## src/rtl/mole_array_scorer_if.sv

```systemverilog
// Mole array scorer bus: tick enables, per-mole go/hit requests,
// per-mole height/hiding status and the three BCD totals.
interface mole_array_scorer_if #(
  parameter int N_MOLES = 8,
  parameter int HW      = 5,
  parameter int DIGITS  = 4
);
  logic                    rl_tick;
  logic                    wait_tick;
  logic [N_MOLES-1:0]      go;
  logic [N_MOLES-1:0]      mole_hit;
  logic [N_MOLES*HW-1:0]   mheight;
  logic [N_MOLES-1:0]      hiding;
  logic [4*DIGITS-1:0]     total_score;
  logic [4*DIGITS-1:0]     total_rise;
  logic [4*DIGITS-1:0]     total_miss;

  modport master (
    output rl_tick, wait_tick, go, mole_hit,
    input  mheight, hiding,
    input  total_score, total_rise, total_miss
  );

  modport slave (
    input  rl_tick, wait_tick, go, mole_hit,
    output mheight, hiding,
    output total_score, total_rise, total_miss
  );
endinterface

```

## src/rtl/mole_array_scorer.sv

```systemverilog
// Array of independent whack-a-mole FSMs with BCD hit/rise/miss totals.
// Ports: clock, reset (sync, active-high), bus (mole_array_scorer_if.slave).
// Optional: MOLE_ARRAY_SCORER_MISS_COUNT_EN enables the total_miss counter.
module mole_array_scorer #(
  parameter int N_MOLES    = 8,
  parameter int HW         = 5,
  parameter int MAX_HEIGHT = 20,
  parameter int WAIT_TICKS = 5,
  parameter int DIGITS     = 4
) (
  input  logic clock,
  input  logic reset,
  mole_array_scorer_if.slave bus
);

  typedef enum logic [1:0] {
    S_HIDE,
    S_RISE,
    S_UP,
    S_FALL
  } state_t;

  localparam logic [HW-1:0] MAXH = HW'(MAX_HEIGHT);
  localparam logic [7:0]    MAXW = 8'(WAIT_TICKS);
  localparam int            TW   = 4 * DIGITS;

  state_t             r_state     [N_MOLES];
  state_t             w_state_nx  [N_MOLES];
  logic [HW-1:0]      r_height    [N_MOLES];
  logic [HW-1:0]      w_height_nx [N_MOLES];
  logic [7:0]         r_wait      [N_MOLES];
  logic [7:0]         w_wait_nx   [N_MOLES];
  logic [N_MOLES-1:0] r_flag;
  logic [N_MOLES-1:0] w_flag_nx;
  logic [N_MOLES-1:0] r_hit_q;
  logic [N_MOLES-1:0] r_hiding;
  logic [N_MOLES-1:0] w_hit_ev;
  logic [N_MOLES-1:0] w_rise_ev;
  logic [N_MOLES-1:0] w_score_ev;
  logic [TW-1:0]      r_score;
  logic [TW-1:0]      r_rise;

  function automatic logic [4:0] popcnt(
    input logic [N_MOLES-1:0] v
  );
    logic [4:0] s;
    s = '0;
    for (int k = 0; k < N_MOLES; k++)
      s = s + 5'(v[k]);
    return s;
  endfunction

  // Ripple a small binary increment through BCD digits;
  // a carry out of the top digit pins the total at all-9s.
  function automatic logic [TW-1:0] bcd_add(
    input logic [TW-1:0] a,
    input logic [4:0]    n
  );
    logic [TW-1:0] r;
    logic [5:0]    s;
    logic [4:0]    c;
    r = a;
    c = n;
    for (int d = 0; d < DIGITS; d++) begin
      s = {2'b00, a[4*d +: 4]} + {1'b0, c};
      if (s >= 6'd20) begin
        r[4*d +: 4] = 4'(s - 6'd20);
        c = 5'd2;
      end else if (s >= 6'd10) begin
        r[4*d +: 4] = 4'(s - 6'd10);
        c = 5'd1;
      end else begin
        r[4*d +: 4] = s[3:0];
        c = 5'd0;
      end
    end
    if (c != 5'd0)
      r = {DIGITS{4'h9}};
    return r;
  endfunction

  assign w_hit_ev = bus.mole_hit & ~r_hit_q;

  always_comb begin
    for (int i = 0; i < N_MOLES; i++) begin
      w_state_nx[i]  = r_state[i];
      w_height_nx[i] = r_height[i];
      w_wait_nx[i]   = r_wait[i];
      w_flag_nx[i]   = r_flag[i];
      w_rise_ev[i]   = 1'b0;
      w_score_ev[i]  = 1'b0;
      unique case (r_state[i])
        S_HIDE: begin
          if (bus.go[i]) begin
            w_state_nx[i]  = S_RISE;
            w_height_nx[i] = '0;
            w_wait_nx[i]   = '0;
            w_flag_nx[i]   = 1'b0;
            w_rise_ev[i]   = 1'b1;
          end
        end
        S_RISE: begin
          // A hit freezes the height even when rl_tick is also high.
          if (w_hit_ev[i] && !r_flag[i]) begin
            w_score_ev[i] = 1'b1;
            w_flag_nx[i]  = 1'b1;
            w_state_nx[i] = S_FALL;
          end else if (bus.rl_tick) begin
            w_height_nx[i] = r_height[i] + 1'b1;
            if (r_height[i] + 1'b1 == MAXH) begin
              w_state_nx[i] = S_UP;
              w_wait_nx[i]  = '0;
            end
          end
        end
        S_UP: begin
          if (w_hit_ev[i] && !r_flag[i]) begin
            w_score_ev[i] = 1'b1;
            w_flag_nx[i]  = 1'b1;
            w_state_nx[i] = S_FALL;
          end else if (bus.wait_tick) begin
            w_wait_nx[i] = r_wait[i] + 1'b1;
            if (r_wait[i] + 1'b1 == MAXW)
              w_state_nx[i] = S_FALL;
          end
        end
        S_FALL: begin
          if (r_height[i] == '0) begin
            w_state_nx[i] = S_HIDE;
          end else if (bus.rl_tick) begin
            w_height_nx[i] = r_height[i] - 1'b1;
            if (r_height[i] == HW'(1))
              w_state_nx[i] = S_HIDE;
          end
        end
        default: begin
          w_state_nx[i] = S_HIDE;
        end
      endcase
    end
  end

  always_ff @(posedge clock) begin
    if (reset) begin
      for (int i = 0; i < N_MOLES; i++) begin
        r_state[i]  <= S_HIDE;
        r_height[i] <= '0;
        r_wait[i]   <= '0;
      end
      r_flag   <= '0;
      r_hit_q  <= '0;
      r_hiding <= '1;
      r_score  <= '0;
      r_rise   <= '0;
    end else begin
      for (int i = 0; i < N_MOLES; i++) begin
        r_state[i]  <= w_state_nx[i];
        r_height[i] <= w_height_nx[i];
        r_wait[i]   <= w_wait_nx[i];
        r_hiding[i] <= (w_state_nx[i] == S_HIDE);
      end
      r_flag  <= w_flag_nx;
      r_hit_q <= bus.mole_hit;
      r_score <= bcd_add(r_score, popcnt(w_score_ev));
      r_rise  <= bcd_add(r_rise, popcnt(w_rise_ev));
    end
  end

`ifdef MOLE_ARRAY_SCORER_MISS_COUNT_EN
  logic [N_MOLES-1:0] w_miss_ev;
  logic [TW-1:0]      r_miss;

  // A miss is an appearance that drops back into hiding unhit.
  always_comb begin
    for (int i = 0; i < N_MOLES; i++)
      w_miss_ev[i] = (r_state[i] == S_FALL) &&
                     (w_state_nx[i] == S_HIDE) &&
                     !r_flag[i];
  end

  always_ff @(posedge clock) begin
    if (reset)
      r_miss <= '0;
    else
      r_miss <= bcd_add(r_miss, popcnt(w_miss_ev));
  end

  assign bus.total_miss = r_miss;
`else
  assign bus.total_miss = '0;
`endif

  for (genvar g = 0; g < N_MOLES; g++) begin : g_h
    assign bus.mheight[g*HW +: HW] = r_height[g];
  end

  assign bus.hiding      = r_hiding;
  assign bus.total_score = r_score;
  assign bus.total_rise  = r_rise;

endmodule
```

## src/flat_wrapper.sv

```systemverilog
// flat-port wrapper written by rule: the top's interface ports become plain ports
module mole_array_scorer_flat 
#(
  parameter int N_MOLES    = 8,
  parameter int HW         = 5,
  parameter int MAX_HEIGHT = 20,
  parameter int WAIT_TICKS = 5,
  parameter int DIGITS     = 4
)
  (clock, reset, bus_rl_tick, bus_wait_tick, bus_go, bus_mole_hit, bus_mheight, bus_hiding, bus_total_score, bus_total_rise, bus_total_miss);
  mole_array_scorer_if #(.N_MOLES(N_MOLES), .HW(HW), .DIGITS(DIGITS)) bus_i ();
  input  logic clock;
  input  logic reset;
  input wire logic [$bits(bus_i.rl_tick)-1:0] bus_rl_tick;
  input wire logic [$bits(bus_i.wait_tick)-1:0] bus_wait_tick;
  input wire logic [$bits(bus_i.go)-1:0] bus_go;
  input wire logic [$bits(bus_i.mole_hit)-1:0] bus_mole_hit;
  output wire logic [$bits(bus_i.mheight)-1:0] bus_mheight;
  output wire logic [$bits(bus_i.hiding)-1:0] bus_hiding;
  output wire logic [$bits(bus_i.total_score)-1:0] bus_total_score;
  output wire logic [$bits(bus_i.total_rise)-1:0] bus_total_rise;
  output wire logic [$bits(bus_i.total_miss)-1:0] bus_total_miss;
  assign bus_i.rl_tick = bus_rl_tick;
  assign bus_i.wait_tick = bus_wait_tick;
  assign bus_i.go = bus_go;
  assign bus_i.mole_hit = bus_mole_hit;
  assign bus_mheight = bus_i.mheight;
  assign bus_hiding = bus_i.hiding;
  assign bus_total_score = bus_i.total_score;
  assign bus_total_rise = bus_i.total_rise;
  assign bus_total_miss = bus_i.total_miss;
  mole_array_scorer #(.N_MOLES(N_MOLES), .HW(HW), .MAX_HEIGHT(MAX_HEIGHT), .WAIT_TICKS(WAIT_TICKS), .DIGITS(DIGITS)) u_core (.clock(clock), .reset(reset), .bus(bus_i));
endmodule
```

## config.mk

```make
export PLATFORM = sky130hd
export DESIGN_NAME = mole_array_scorer_flat
export DESIGN_NICKNAME = d
export VERILOG_FILES = /design/src/rtl/mole_array_scorer_if.sv /design/src/rtl/mole_array_scorer.sv /design/src/flat_wrapper.sv
export SDC_FILE = /design/constraint.sdc
export NUM_CORES = 1
export LEC_CHECK = 0
export ABC_CLOCK_PERIOD_IN_PS = 28800
export CAP_MARGIN = 10
export CORE_MARGIN = 4
export CORE_UTILIZATION = 64
export CTS_CLUSTER_SIZE = 25
export DETAILED_ROUTE_END_ITERATION = 12
export GPL_TIMING_DRIVEN = 0
export PLACE_DENSITY = 0.87
export SETUP_SLACK_MARGIN = 0.15
export SYNTH_ARGS = -nofsm -noshare
export SYNTH_HDL_FRONTEND = slang
export SYNTH_SLANG_ARGS = --single-unit
```

## constraint.sdc

```tcl
create_clock -name clock -period 28.8 [get_ports clock]
set_clock_uncertainty 0.05 [all_clocks]
set_input_delay 8.64 -clock clock [delete_from_list [all_inputs] [get_ports clock]]
set_output_delay 8.64 -clock clock [all_outputs]
set_load 0.01 [all_outputs]
```

# ---- Yosys cells after proc, flatten, opt, wreduce, memory -nomap -nowiden
# Memories as Yosys holds them, arrays and structs flattened.
# Cells that the tools add are included.
dict set report totals {
  regBits 56
  ramBits 120
  input_bits 20
  out_inout_bits 96
  word_cells 570
  mem_count 3
}
# name words width read_ports rd_ports_with_merged_regs write_ports line
set memory_table {}
lappend memory_table {u_core.r_wait 8 8 8 0 8 mole_array_scorer.sv:31} ;# logic [7:0] r_wait [N_MOLES];
lappend memory_table {u_core.r_height 8 5 8 0 8 mole_array_scorer.sv:29} ;# logic [HW-1:0] r_height [N_MOLES];
lappend memory_table {u_core.r_state 8 2 8 0 8 mole_array_scorer.sv:27} ;# state_t r_state [N_MOLES];
dict set report classes {
  addsub 62
  order_cmp 16
  eq_ne 64
  mux 317
  n_bitwise 26
  reduce_logical 68
}
# operator count
set op_table {}
lappend op_table {{two-way mux 8 bit} 56}
lappend op_table {{two-way mux 5 bit} 64}
lappend op_table {{case mux 8 bit (3 select lines)} 8}
lappend op_table {{two-way mux 2 bit} 88}
lappend op_table {{case mux 5 bit (3 select lines)} 8}
lappend op_table {{adder 8 x 1 -> 8 bit (second input constant)} 8}
lappend op_table {{== test 8 x 3 -> 1 bit (second input constant)} 8}
lappend op_table {{two-way mux 4 bit} 16}
lappend op_table {{case mux 2 bit (4 select lines)} 8}
lappend op_table {{adder 5 x 1 -> 5 bit} 12}
lappend op_table {{two-way mux 1 bit} 59}
lappend op_table {{adder 4 x 5 -> 6 bit} 8}
lappend op_table {{>= comparator 6 x 4 -> 1 bit (second input constant)} 8}
lappend op_table {{>= comparator 6 x 5 -> 1 bit (second input constant)} 8}
lappend op_table {{adder 5 x 1 -> 5 bit (second input constant)} 8}
lappend op_table {{== test 5 x 1 -> 1 bit (second input constant)} 8}
lappend op_table {{== test 5 bit (second input constant)} 8}
lappend op_table {{logical NOT 5 bit} 8}
lappend op_table {{subtractor 5 x 1 -> 5 bit (second input constant)} 8}
lappend op_table {{== test 2 bit (second input constant)} 16}
lappend op_table {{logical NOT 2 bit} 16}
lappend op_table {{two-way mux 16 bit} 2}
lappend op_table {{subtractor 4 x 3 -> 4 bit (second input constant)} 8}
lappend op_table {{subtractor 4 bit (second input constant)} 8}
lappend op_table {{other kinds (14)} 104}

# ---- Logic depth before layout (Yosys ltp)
# Gate-level depths: netlist (run 1).
dict set report logic_depth {
  word_depth 34
  ltp_mapped 49
  mapped_depth_nobuf 49
}

# ---- Worst setup path after synthesis (run 1)
# Ideal clock, no wire load.
dict set report synth_path {
  path_kind {input-to-reg}
  start {input port bus_mole_hit[0]}
  end {register u_core.r_score[11] (netlist: u_core.bus.total_score[11])}
  setup_ns 0.132
  t_arrival_ns 18.285
  required_time_ns 28.618
  path_slack_ns 10.332
  path_stages 46
  path_buffers 3
  path_cell_list {nor3b_1 and2_1 ha_1 inv_1 fa_1 fa_1 inv_1 fa_1 inv_1 fa_1 fa_1 xnor2_1 inv_1 ha_1 a21oi_1 and3_1 clkbuf_1 nor2_1 [... 10 more ...] inv_1 fa_1 clkbuf_1 xnor2_1 ha_1 clkbuf_1 nor2_1 o211ai_1 ha_1 inv_1 fa_1 xor2_1 inv_1 ha_1 a221oi_1 o21ai_0 a221oi_1 a21oi_1}
}
dict set report synth_between {
  elab_chain_len 33
  word_cells_on_any_way 41
  cone_classes {add/sub (13); order compare (8); mux (17); bitwise (1); reduce/logical (2)}
}
# element line
set synth_rtl {}
lappend synth_rtl {{from (decl)} flat_wrapper.sv:17} ;# input wire logic [$bits(bus_i.mole_hit)-1:0] bus_mole_hit;
lappend synth_rtl {{AND 8 bit *} mole_array_scorer.sv:82} ;# assign w_hit_ev = bus.mole_hit & ~r_hit_q;
lappend synth_rtl {{logical AND 1 bit *} {mole_array_scorer.sv:104, mole_array_scorer.sv:117}}
lappend synth_rtl {{two-way mux 1 bit *} {mole_array_scorer.sv:104, mole_array_scorer.sv:117}}
lappend synth_rtl {{two-way mux 1 bit *} -}
lappend synth_rtl {{adder 1 x 1 -> 2 bit *} mole_array_scorer.sv:49} ;# s = s + 5'(v[k]);
lappend synth_rtl {{adder 5 x 1 -> 5 bit * (6 in series)} mole_array_scorer.sv:49}
lappend synth_rtl {{adder 4 x 5 -> 6 bit *} mole_array_scorer.sv:65} ;# s = {2'b00, a[4*d +: 4]} + {1'b0, c};
lappend synth_rtl {{>= comparator 6 x 4 -> 1 bit} mole_array_scorer.sv:69} ;# end else if (s >= 6'd10) begin
lappend synth_rtl {{[... 12 more ...]} -}
lappend synth_rtl {{two-way mux 5 bit} mole_array_scorer.sv:144} ;# if (reset) begin
lappend synth_rtl {{adder 4 x 5 -> 6 bit} mole_array_scorer.sv:65}
lappend synth_rtl {{>= comparator 6 x 4 -> 1 bit} mole_array_scorer.sv:69}
lappend synth_rtl {{two-way mux 1 bit} mole_array_scorer.sv:69}
lappend synth_rtl {{two-way mux 5 bit} mole_array_scorer.sv:66} ;# if (s >= 6'd20) begin
lappend synth_rtl {{two-way mux 5 bit} mole_array_scorer.sv:144}
lappend synth_rtl {{nonzero test 5 bit} mole_array_scorer.sv:77} ;# if (c != 5'd0)
lappend synth_rtl {{two-way mux 16 bit *} mole_array_scorer.sv:77}
lappend synth_rtl {{to (signal assigned)} mole_array_scorer.sv:164} ;# r_score <= bcd_add(r_score, popcnt(w_score_ev));
lappend synth_rtl {{to (decl)} mole_array_scorer.sv:40} ;# logic [TW-1:0] r_score;
# Every way passes the cells marked *; elsewhere a longest branch is shown, timed or not. The select of a mux whose other input is x is not followed.
# A chain may end at the register's enable or synchronous reset.

# ---- Final worst setup path (run 1)
dict set report layout_path {
  start {input port bus_mole_hit[0]}
  end {register u_core.r_score[1] (netlist: u_core.bus.total_score[1])}
}
dict set report layout_between {
  elab_chain_len 33
  word_cells_on_any_way 41
  cone_classes {add/sub (13); order compare (8); mux (16); bitwise (1); reduce/logical (3)}
}
# element line
set layout_rtl {}
lappend layout_rtl {{AND 8 bit *} mole_array_scorer.sv:82}
lappend layout_rtl {{logical AND 1 bit *} {mole_array_scorer.sv:104, mole_array_scorer.sv:117}}
lappend layout_rtl {{two-way mux 1 bit *} {mole_array_scorer.sv:104, mole_array_scorer.sv:117}}
lappend layout_rtl {{two-way mux 1 bit *} -}
lappend layout_rtl {{adder 1 x 1 -> 2 bit *} mole_array_scorer.sv:49}
lappend layout_rtl {{adder 5 x 1 -> 5 bit * (6 in series)} mole_array_scorer.sv:49}
lappend layout_rtl {{adder 4 x 5 -> 6 bit *} mole_array_scorer.sv:65}
lappend layout_rtl {{>= comparator 6 x 4 -> 1 bit} mole_array_scorer.sv:69}
lappend layout_rtl {{[... 12 more ...]} -}
lappend layout_rtl {{two-way mux 5 bit} mole_array_scorer.sv:144}
lappend layout_rtl {{adder 4 x 5 -> 6 bit} mole_array_scorer.sv:65}
lappend layout_rtl {{>= comparator 6 x 4 -> 1 bit} mole_array_scorer.sv:69}
lappend layout_rtl {{two-way mux 1 bit} mole_array_scorer.sv:69}
lappend layout_rtl {{two-way mux 5 bit} mole_array_scorer.sv:66}
lappend layout_rtl {{two-way mux 5 bit} mole_array_scorer.sv:144}
lappend layout_rtl {{nonzero test 5 bit} mole_array_scorer.sv:77}
lappend layout_rtl {{OR reduction 2 bit (no line)} -}
# Marked as above.

==> results of run 1 <==
[power groups by stage]
stage          Sequential (mW)  Combinational, mW  Clock, mW
2_1_floorplan            0.329              0.530          0
6_report                 0.326              0.755      0.256
3_3_place_gp             0.328              0.688          0
3_5_place_dp             0.329              0.728          0
4_1_cts                  0.325              0.746      0.256
5_1_grt                  0.331              0.842      0.267
[tightest hold or removal path, stage by stage, from the launching register on]
cell and delay [ps]:
dfxtp_1 340, nand2_1 60, a21oi_1 50
[through the flow]
stage | area, um^2 | util, % | hold slack [ps] | setup WS, ps
final | 15300 | 75.3 | 443 | 8370
after global routing | 15300 | 75.3 | 481 | 7600
after CTS | 15300 | 75.3 | 440 | 8500
after detailed placement | 14700 | 72.2 | 431 | 8200
after global placement | 14700 | 72.2 | 423 | 8550
after floorplan | 13300 | - | 411 | 10330
[path summary, 6_finish.rpt]
check                            start                        end  slack (ps)  depth (start not counted)
setup reg to reg  u_core.r_state[0][0]  u_core.bus.total_score[1]       16670                         46
hold reg to reg    u_core.r_wait[5][7]        u_core.r_wait[5][7]         440                          2
hold / removal     u_core.r_wait[5][7]        u_core.r_wait[5][7]         440                          2
setup / recovery       bus_mole_hit[0]  u_core.bus.total_score[1]        8370                         46
[synthesized netlist by cell type (all sizes together) (6+ instances only)]
master and instances:
or4 9, or2 15, o41a 8, nor3b 23, xor2 11, a21oi 159
clkbuf 68, a221oi 8, nand2 135, buf 23, o221a 8, nand2b 23
xnor2 33, a211oi 22, ha 141, dfxtp 176, nor4b 6, mux2i 20
and3 18, fa 16, a22o 7, a2111oi 8, o211ai 11, or3 37
o21ai 78, a31oi 14, a311oi 15, nor2 160, and2 19, inv 132
nor3 30, a211o 9, a21boi 6, a21o 22, nand3 48, or3b 11
nor2b 38, nand4 17, nor4 11, o21a 12
[cell families (layout without fill, tap and decap cells)]
| group | after synthesis | in the layout | synth area share (%) |
|---|---|---|---|
| compound gates | 437 | 437 | 21.6 |
| xor+xnor | 44 | 44 | 2.90 |
| fa+ha+maj | 157 | 157 | 15.7 |
| buf+inv | 223 | 352 | 7.03 |
| flops | 176 | 176 | 26.6 |
| mux | 23 | 23 | 1.76 |
| other cells | 1 | 16 | 0.0283 |
| simple gates | 620 | 620 | 24.4 |
[flip-flops by register name, summed over array words and instances, names as in the netlist]
register,flops
u_core.r_hit_q,8
u_core.r_state,16
u_core.r_height,40
u_core.bus.total_score,16
u_core.bus.hiding,8
u_core.bus.total_rise,16
u_core.r_wait,64
u_core.r_flag,8
[metal layers]
metal | track usage, % | vias up | part of all wire, %
met1 | 36.5 | 6076 | 41
met4 | 11.3 | 0 | 3.4
met5 | 0 | - | 0
li1 | - | 6174 | -
met3 | 5.32 | 104 | 6.6
met2 | 51.4 | 523 | 49
[cell type report]
type	count	area, um^2
multi-input cells	1297	8870
fillers	1503	5010
flip-flops and latches	176	3520
repair buffers	99	991
inverters	132	495
clock buffers	20	447
plain buffers	91	437
well taps	270	338
clock inverters	10	186
==> metrics, run 1 <==
outcome complete, no violations; vias in the first global route 12110; clk_lat worst skew 440 ps; Synth Flop Type dfxtp_1; Vias 12877; ANT cells 0; CP arrival 20720 ps; placed cell count 2065; Max Transition Viols Final 0; Net Switching 0.587 mW; pwr dens 87.5 nW/um^2; hpwl dp 25700 um; Finished Layout Cells 2095; crit path time final 20430 ps; Flop pwr share 24.4%; top cell type's share of synthesized area 26.6%; max_slew headroom 31.4%; Die Ht 152 um; drt total wl 36100 um; Clock transition at path regs 60 ps; initial DRC count 986; antenna violations before repair 0; first-pass GRT wire length 58200 um; nets 1991; gr ovfl total 0; Clock H-tree levels 4; total iterations of the first detailed-routing run 7; Die W 152 um; Final setup viols 0; Post-synth EDFFs 0; post_cts resized 0; Placer Congestion 0.905; ratio of cells with drive above 1 in the final layout 5.26%; crit start category input pin; synth top area cells dfxtp_1 (27%), ha_1 (13%), a21oi_1 (6.0%), nor2_1 (4.5%), nand2_1 (3.8%); synth-to-layout area growth 15.2%; GR Util All Layers 29.6%; cell-internal power 0.750 mW; fmax 49.0 MHz; CP top delay family adder cells; die area 23100 um^2; clock root buffer clkbuf_16; top cell type by total area after synthesis dfxtp_1; Setup TNS 0 ps; largest net degree at the start of global routing 17; Final period util 70.9%; Sw Ratio 43.9%; Overall Power 1.34 mW; critical path class in -> reg; Seq cells post-synth 176; Row Count 52; Async S/R FF share, synth 0%; clock sink count 176; VDD IR max 0.0655 mV; CP peak stage delay 650 ps; Clk network pwr share 19.1%; IO Port Bufs 99; vias per cell 6.15; Post-CTS Setup Bufs 0; yosys warns 0; slowest CP cell a221oi_1; Synth Instances 1681; CTS tree yes; Top Ports 116; min-delay worst type reg -> reg; Critical Path Sink Type register; sequential-to-total area share from yosys stat 26.6%; core area 20300 um^2; Post-Syn Area 13300 um^2; Mean Syn Cell Area 7.89 um^2; CTS buffer count 17; combinational cell fraction of total power 56.5%; leak pwr 6.08 nW; initial core utilization 65.4%; final hold vios 0; synth unique cells 82; max-cap viol count 0; crit path buf inv count 12; Critical Path RT 29090 ps; Slew @ Worst Pin 1030 ps; Worst Path Max Fanout 10; most common cell after layout, fill and taps aside dfxtp_1; Post-DRT Antenna Nets 0; hold_buf cts 0; Remaining DRCs 0; CTS Buffer Depth 2; commonest non-fill, non-tap cells in the layout dfxtp_1 (176), nor2_1 (160), a21oi_1 (159); unrepaired setup endpoints after global routing no; DR WL/cell 17.2 um
Power figures use the tool's default switching activity.
==> run 2, diff against run 1 <==
--- a/config.mk
+++ b/config.mk
@@ -5,14 +5,14 @@
 export SDC_FILE = /design/constraint.sdc
 export NUM_CORES = 1
 export LEC_CHECK = 0
-export ABC_CLOCK_PERIOD_IN_PS = 28800
+export ABC_CLOCK_PERIOD_IN_PS = 16550
 export CAP_MARGIN = 10
 export CORE_MARGIN = 4
-export CORE_UTILIZATION = 64
+export CORE_UTILIZATION = 54
 export CTS_CLUSTER_SIZE = 25
 export DETAILED_ROUTE_END_ITERATION = 12
 export GPL_TIMING_DRIVEN = 0
-export PLACE_DENSITY = 0.87
+export PLACE_DENSITY = 0.78
 export SETUP_SLACK_MARGIN = 0.15
 export SYNTH_ARGS = -nofsm -noshare
 export SYNTH_HDL_FRONTEND = slang
==> constraint.sdc (replaced) <==
create_clock -name clock -period 16.55 [get_ports clock]
set_clock_uncertainty 0.05 [all_clocks]
set_input_delay 4.965 -clock clock [delete_from_list [all_inputs] [get_ports clock]]
set_output_delay 4.965 -clock clock [all_outputs]
set_load 0.01 [all_outputs]
==> run 2 against run 1 <==
Wire length fell by 3.5%. Sequential cell count did not move. Combinational power grew 68%. Non-clock buffer count is the same. First-iteration DRC count shrank 1.8%. Total power grew 70%. Sequential power is 74% higher. Clock power up 72%. Final area grew 0.87%.
==> metrics, run 2 (synthesis results as in run 1) <==
outcome complete, no violations; vias per cell 5.79 (-5.8%); Remaining DRCs 0 (unchanged); clk_lat worst skew 440 ps (about the same); Clock transition at path regs 70 ps (about the same); Setup WS pre-CTS -299 ps (-8500 ps); drt total wl 34800 um (-3.5%); most common cell after layout, fill and taps aside dfxtp_1; clock root buffer clkbuf_16; initial core utilization 54.7% (-11 points); fillers 2066 (+37%); CTS tree yes; Die W 165 um (+8.4%); vias in the first global route 11556 (-4.6%); pwr dens 148 nW/um^2 (+69%); IO Port Bufs 99 (unchanged); crit path buf inv count 12 (unchanged); reg2reg end u_core.bus.total_rise[2]; fmax 63.8 MHz; VDD IR max 0.129 mV (+98%); Net Switching 0.974 mW (+66%); crit path time final 15670 ps; Setup TNS 0 ps (unchanged); CTS buffer count 17 (unchanged); Hold Path End u_core.r_wait[5][7]; first-pass GRT wire length 56500 um (-3.0%); Top Ports 116 (unchanged); largest net degree at the start of global routing 17 (unchanged); GR Util All Layers 25.4% (-4.2 points); slowest CP cell fa_1; Sw Ratio 42.8% (-1.1 points); Top Registers u_core.r_wait: 64 flops, u_core.r_height: 40 flops; combinational cell fraction of total power 55.7% (-0.8 points); Overall Power 2.28 mW (+70%); critical path class in -> reg; Flop pwr share 24.9% (+0.5 points); Clock H-tree levels 4 (unchanged); antenna violations before repair 0 (unchanged); CP top delay family adder cells; synth-to-layout area growth 16.2%; leak pwr 6.12 nW (+0.52%); Worst Setup SP bus_mole_hit[1]; final worst setup slack 881 ps (-7490 ps); CP arrival 15960 ps (-4760 ps); Critical Path RT 16840 ps (-12250 ps); Die Ht 165 um (+8.4%); Final period util 94.7%; nets 1991 (unchanged); commonest non-fill, non-tap cells in the layout dfxtp_1 (176), nor2_1 (160), a21oi_1 (159); die area 27100 um^2 (+18%); crit start category input pin; Most flops, register u_core.r_wait; min-delay worst type reg -> reg; CP peak stage delay 540 ps (-110 ps); flop2flop setup slack 5110 ps (-11560 ps); Clk network pwr share 19.4% (+0.3 points); Post-DRT Antenna Nets 0 (unchanged); max-cap viol count 0 (unchanged); ANT cells 0 (unchanged); Final Core Density 63.6% (-12 points); HP Start u_core.r_wait[5][7]; ratio of cells with drive above 1 in the final layout 5.69% (+0.43 points); hpwl dp 25400 um (-0.97%); unrepaired setup endpoints after global routing no; Row Count 57 (+9.6%); DR WL/cell 16.2 um (-6.0%); Min-Delay Path Depth 2 (unchanged); initial DRC count 968 (-1.8%); max reg flops 64 (unchanged); area of the multi-input gates 8940 um^2 (+0.76%); cells on worst reg2reg path 47 (+2.2%); Max Transition Viols Final 0 (unchanged); Seq. cell area 3520 um^2 (unchanged); max_slew headroom 30.0% (-1.5 points); CTS Buffer Depth 2 (unchanged); FF-to-FF Start u_core.r_state[0][0]; Vias 12455 (-3.3%); clock sink count 176 (unchanged); Final setup viols 0 (unchanged); Worst Path Max Fanout 10 (unchanged); total iterations of the first detailed-routing run 5 (-2); final hold vios 0 (unchanged); Critical Path Sink Type register; Placer Congestion 0.904 (about the same); Slew @ Worst Pin 1050 ps (+21.8 ps); core area 24200 um^2 (+19%); cell-internal power 1.30 mW (+74%); gr ovfl total 0 (unchanged)
## run 2: cell types whose count changed in the layout (fill, tap and decap cells not counted), moves of 2 or more
cell,delta
xnor2_2,+3
xnor2_1,-3
a221oi_1,-2
nor3b_1,-3
clkinvlp_4,-2
clkbuf_1,+2
nor3b_2,+2
## run 2: routing by layer
layer,global-route usage (%),vias up,part of all wire [%]
met5,0,-,0
met1,33.1,5845,44
met3,3.42,61,5.8
met4,9.79,0,2.8
li1,-,6179,-
met2,42.8,370,48
## run 2: worst max-delay path by stage
stage / endpoint / slack, ps / cells after the start
5_1_grt: u_core.bus.total_rise[2] / 200 / 46
3_3_place_gp: u_core.bus.total_score[11] / -60 / 47
4_1_cts: u_core.bus.total_score[1] / 320 / 46
3_5_place_dp: u_core.bus.total_score[11] / -300 / 47
2_1_floorplan: u_core.bus.total_score[11] / 1760 / 46
6_report: u_core.bus.total_score[1] / 880 / 46
## run 2: power groups by stage
stage	registers, mW	clock network, mW	logic [mW]
CTS	0.565	0.447	1.26
floorplan	0.572	0	0.922
global route	0.578	0.462	1.43
detailed placement	0.574	0	1.25
finish	0.568	0.441	1.27
global placement	0.572	0	1.21
## run 2: layout make-up
class	count	area share, %
Multi-Input combinational cell	1297	58.0
Sequential cell	176	22.9
Timing Repair Buffer	99	6.43
Inverter	132	3.21
Clock buffer	22	2.88
Buffer	91	2.84
Tap cell	324	2.63
Clock inverter	10	1.20
## run 2: tightest hold or removal path, cell delays in order, from the launching register on
cell	delay, ps
dfxtp_1	340
nand2_1	60
a21oi_1	50
## run 2: through the flow
stage	std cells	hold WS, ps	instance area, um^2
after floorplan	1696	411	13300
after global placement	2119	423	14700
after detailed placement	2119	438	14700
after CTS	2151	447	15400
after global routing	2151	471	15400
final	2151	444	15400
## run 2: timing repair
action	CTS	global route
hold buffers	0	0
buffers inserted	0	0
endpoints found under the setup margin	5	24
hold endpoints to repair	0	0
resized for setup	1	11
